<file path="config.mk">
export PLATFORM = sky130hd
export DESIGN_NAME = activation_skew_buffer
export DESIGN_NICKNAME = d
export VERILOG_FILES = /design/src/rtl/activation_skew_buffer.sv
export SDC_FILE = /design/constraint.sdc
export NUM_CORES = 1
export LEC_CHECK = 0
export BUFFER_PORTS_ARGS = -buffer_cell sky130_fd_sc_hd__buf_2
export CAP_MARGIN = 10
export CORE_ASPECT_RATIO = 1.4
export CORE_MARGIN = 1
export CORE_UTILIZATION = 60
export CTS_CLUSTER_SIZE = 20
export DETAILED_ROUTE_END_ITERATION = 12
export PLACE_DENSITY = 0.94
export SYNTH_ARGS = -nofsm -noshare
export SYNTH_HDL_FRONTEND = slang
export SYNTH_SLANG_ARGS = --single-unit
export TNS_END_PERCENT = 50
</file>
<file path="constraint.sdc">
create_clock -name clk -period 3.15 [get_ports clk]
set_input_delay 0.63 -clock clk [delete_from_list [all_inputs] [get_ports clk]]
set_output_delay 0.63 -clock clk [all_outputs]
set_load 0.1 [all_outputs]
</file>
<file path="src/rtl/activation_skew_buffer.sv">
// Diagonal skew buffer between the activation memory and the systolic array west edge.
// Lane k is a shift chain of k+1 registers; a small FSM counts rows and flags when the pipes drain.
module activation_skew_buffer #(
    parameter int SIZE       = 8,
    parameter int DATA_WIDTH = 7,
    parameter int BUS_WIDTH  = SIZE * DATA_WIDTH,
    parameter int CNT_WIDTH  = 8
) (
    input  logic                 clk,
    input  logic                 rst,
    input  logic [BUS_WIDTH-1:0] act_in,
    input  logic                 act_in_valid,
    input  logic                 cal,
    output logic [BUS_WIDTH-1:0] skew_out,
    output logic [SIZE-1:0]      skew_valid,
    output logic [CNT_WIDTH-1:0] row_cnt,
    output logic                 busy,
    output logic                 drain_done
);

    typedef enum logic [1:0] {
        S_IDLE  = 2'd0,
        S_FEED  = 2'd1,
        S_DRAIN = 2'd2,
        S_DONE  = 2'd3
    } state_t;

    localparam logic [CNT_WIDTH-1:0] CNT_ONE = {{(CNT_WIDTH-1){1'b0}}, 1'b1};

    state_t                 state_q, state_d;
    logic [CNT_WIDTH-1:0]   cnt_q, cnt_d;
    logic                   done_q, done_d;
    logic                   accept_s;
    logic [SIZE-1:0]        lane_pending_s;

    assign accept_s = cal & act_in_valid;

    for (genvar k = 0; k < SIZE; k++) begin : g_lane
        logic [k:0][DATA_WIDTH-1:0] data_q, data_d;
        logic [k:0]                 vld_q, vld_d;

        // Next value of the lane chain: shift in the accepted row or a zero bubble, or clear on abort.
        always_comb begin
            data_d = '0;
            vld_d  = '0;
            if (cal) begin
                vld_d[0]  = accept_s;
                data_d[0] = accept_s ? act_in[k*DATA_WIDTH +: DATA_WIDTH] : {DATA_WIDTH{1'b0}};
                for (int j = 1; j <= k; j++) begin
                    data_d[j] = data_q[j-1];
                    vld_d[j]  = vld_q[j-1];
                end
            end else begin
                data_d = '0;
                vld_d  = '0;
            end
        end

        // Lane chain registers.
        always_ff @(posedge clk or negedge rst) begin
            if (!rst) begin
                data_q <= '0;
                vld_q  <= '0;
            end else begin
                data_q <= data_d;
                vld_q  <= vld_d;
            end
        end

        assign skew_out[k*DATA_WIDTH +: DATA_WIDTH] = data_q[k];
        assign skew_valid[k]                        = vld_q[k];

        // A lane still holds work if any register before its output stage is valid.
        if (k == 0) begin : g_first
            assign lane_pending_s[k] = 1'b0;
        end else begin : g_rest
            assign lane_pending_s[k] = |vld_q[k-1:0];
        end
    end

    // Row-tracking FSM next state, counter and completion pulse.
    always_comb begin
        state_d = state_q;
        cnt_d   = cnt_q;
        done_d  = 1'b0;
        if (!cal) begin
            state_d = S_IDLE;
            cnt_d   = '0;
        end else begin
            case (state_q)
                S_IDLE: begin
                    if (accept_s) begin
                        state_d = S_FEED;
                        cnt_d   = CNT_ONE;
                    end else begin
                        state_d = S_IDLE;
                    end
                end
                S_FEED: begin
                    if (accept_s) begin
                        cnt_d = cnt_q + CNT_ONE;
                    end else begin
                        state_d = S_DRAIN;
                    end
                end
                S_DRAIN: begin
                    if (accept_s) begin
                        state_d = S_FEED;
                        cnt_d   = cnt_q + CNT_ONE;
                    end else if (lane_pending_s == {SIZE{1'b0}}) begin
                        state_d = S_DONE;
                        done_d  = 1'b1;
                    end else begin
                        state_d = S_DRAIN;
                    end
                end
                S_DONE: begin
                    if (accept_s) begin
                        state_d = S_FEED;
                        cnt_d   = CNT_ONE;
                    end else begin
                        state_d = S_IDLE;
                    end
                end
                default: begin
                    state_d = S_IDLE;
                    cnt_d   = '0;
                end
            endcase
        end
    end

    // FSM state, row counter and drain_done registers.
    always_ff @(posedge clk or negedge rst) begin
        if (!rst) begin
            state_q <= S_IDLE;
            cnt_q   <= '0;
            done_q  <= 1'b0;
        end else begin
            state_q <= state_d;
            cnt_q   <= cnt_d;
            done_q  <= done_d;
        end
    end

    assign row_cnt    = cnt_q;
    assign busy       = (state_q != S_IDLE);
    assign drain_done = done_q;

endmodule

</file>
==> summary.txt <==
Yosys
  • Largest family of logic cells by synthesized area: simple AND/OR/NAND/NOR gates
  • Ys flop type: dfrtp_1
  • Post-synth net total: between 700 and 800
  • Multiplexer share of the synthesized area: 0%
  • Synthesized area per cell: ~14 µm²
  • Post-Synth XOR/XNOR Area: 0%
  • Post-Synth Adder-Cell Area: less than 1%
  • Synth Cell Area: between 9000 and 10,000 µm²
  • Simple-gate portion of the synthesized area: between 10% and 20%
  • Mapped Cells: a little under 700
  • Ys async rst share: 100%
  • Yosys reg bits: 271
  • Synth cell types: 31
  • Yosys warns: 0
  • Area fraction in compound gates after synthesis: under 10%
  • Post-synth EDFFs: 0
  • Sequential share of the synthesized area: between 70 and 80%

Setup path
  • Worst Setup End Kind: primary output
  • Worst path arrival time: approximately 1.7 ns
  • CP Max Fanout: 4
  • Worst EP required: 2.52 ns
  • Startpoint class of the critical path: flop
  • WS Path Type: reg -> out

Placement
  • Gp weighted congestion: ~0.76
  • HPWL Detailed: 8600 µm
  • # port buffers: 133
  • Pre-CTS WS: 1.04 ns

Die
  • Initial Util: 61.6%
  • DIE WIDTH: 107 µm
  • I/O pin cnt: around 130
  • Die area: about 16,000 µm²
  • Die Ht: approximately 150 µm
  • Cell Rows: 53
  • Core area: ~15,000 µm²

Routing
  • Vias/cell: between 4 and 5
  • WL/cell: 14.8 µm
  • Post-route ant nets: 0
  • DRT Wirelength: between 10,000 and 15,000 µm
  • DRC: 0
  • Pre-Repair DR Iteration Count: 4
  • Via count: around 4,800
  • DR iter-0 viols: roughly 180

Clocking
  • Clk buf depth: 3
  • Hold Buf Count CTS: 0
  • Root buffer cell: clkbuf_16
  • CTS resizes: 0
  • CTS buffer count: 24
  • Worst-path clk slew: 0.06 ns
  • Post-CTS Setup Bufs: 0
  • Clk_lat worst skew: about 0.51 ns
  • Sink Count: about 270
  • H-Tree Depth: 1
  • CTS tree: yes

GRT
  • Vias in the first global route: around 5,000
  • First-pass GRT wire length: between 20,000 and 25,000 µm
  • Gr usage total: a little under a fifth
  • Pin count of the biggest net entering global routing: approximately 110
  • Initial antenna violation count: 0
  • Overflow after GRT: 0

STA
  • Relative slew slack: 54.0%
  • Final Cycle Share: around 73%
  • Period minus WS final: approximately 2.3 ns
  • F_max: roughly 0.44 GHz
  • Setup_tns: 0 ns
  • Hold WS: ~0.088 ns
  • Worst clock skew: between 0.02 and 0.025 ns
  • Final setup vio count: 0
  • Setup slack after layout: approximately 0.86 ns
  • Max Transition Viols Final: 0
  • Endpoints failing hold: 0
  • Worst slew pin tran: between 0.6 and 0.7 ns
  • RSZ-0062 raised after global routing: no

Cells and area
  • Fill cells: approximately 980
  • Most frequent cells in the layout: dfrtp_1, and2_1, buf_2, and3_1, clkbuf_16
  • Ant. Diodes: 0
  • Fin nets: just over 800
  • Commonest non-fill, non-tap cell in the layout: dfrtp_1
  • Area of all sequential standard cells: about 6800 µm²
  • Layout area overhead: 14.1%
  • Multi-input gate area: slightly below 2000 µm²
  • Layout cell share with drive strength beyond 1: between 20% and 30%

Pwr
  • Power per cell area: about 670 nW/µm²
  • Peak VDD IR: about 0.00044 V
  • P_leak: roughly 0.0059 µW

Min path
  • Hold Crit Class: in -> async

Run
  • Max Cap Viol: 0

Outcome
  • Status: finished, final reports clean
-- critical path, stage by stage, from the launching register on --
cell and delay (ns):
dfrtp_1 0.40, inv_1 0.08, ha_1 0.20, inv_1 0.07, buf_2 0.42
-- layout make-up --
cell class | instances | area share [%]
clock buffers | 30 | 6.33
clock inverters | 12 | 1.46
inverters | 6 | 0.212
multi-input cells | 314 | 18.7
flip-flops and latches | 271 | 63.8
well taps | 192 | 2.26
repair buffers | 140 | 7.26
-- synth_stat cells, types with 2 or more instances --
cell	n	area, µm²
o22ai_1	2	12.5
inv_1	5	18.8
a21oi_1	4	20.0
a31oi_1	4	25.0
buf_4	51	383
ha_1	5	62.6
nand3_1	4	20.0
and3_1	56	350
o21ai_0	3	15.0
nand2b_1	5	31.3
clkbuf_1	35	131
nor2b_1	2	12.5
dfrtp_1	271	6780
and2_1	203	1270
nand2_1	8	30.0
buf_2	2	10.0
o211ai_1	3	22.5
or4_1	3	22.5
-- cell families after synthesis --
kind of cell,Yosys count
AO/OA/AOI/OAI,20
adder cells (fa/ha/maj),5
buffers and inverters,94
flip-flops,271
AND/OR/NAND/NOR,289
-- metrics by stage --
step                      cell area (µm²)  util (%)  std cells  power [µW]
final                               10600      70.3        965        7080
after detailed placement             9800      64.8        923        4190
after floorplan                      9310         -        679        4000
after CTS                           10600      70.3        965        7160
after global routing                10600      70.3        965        7360
after global placement               9800      64.8        923        4160
-- power by group --
group	switching (µW)	total (µW)	internal [µW]
sequential	27.1	3580	3550
combinational	399	537	138
clock	1190	2960	1770
-- flip-flops by register name, indices dropped and copies added (netlist names) --
name,flops
state_q,2
g_lane.data_q,203
row_cnt,8
drain_done,1
g_lane.vld_q,8
skew_out,49
-- final timing paths --
path	slack, ns	from	to	depth (start not counted)
max	0.86	state_q[0]$_DFFE_PN0P_	busy	4
min	0.09	rst	skew_out[29]$_DFF_PN0_	1
max reg2reg	1.23	state_q[0]$_DFFE_PN0P_	row_cnt[7]$_DFFE_PN0P_	5
min reg2reg	0.44	g_lane[5].data_q[34]$_DFF_PN0_	skew_out[41]$_DFF_PN0_	1
max in group asynchronous	2.30	rst	g_lane[1].data_q[3]$_DFF_PN0_	2
min in group clk	0.36	act_in[23]	g_lane[3].data_q[2]$_DFF_PN0_	2
-- per-layer routing --
layer  vias up  part of all wire, %  routed length [µm]  GRT usage [%]
met3        29                  3.9                 558           2.53
met4         0                  2.9                 421           7.33
met5         -                    0                   0              0
li1       2232                    -                   -              -
met1      2375                   39                5550           22.6
met2       122                   54                7770           33.9
No activity file was read; power rests on OpenSTA's default activity.
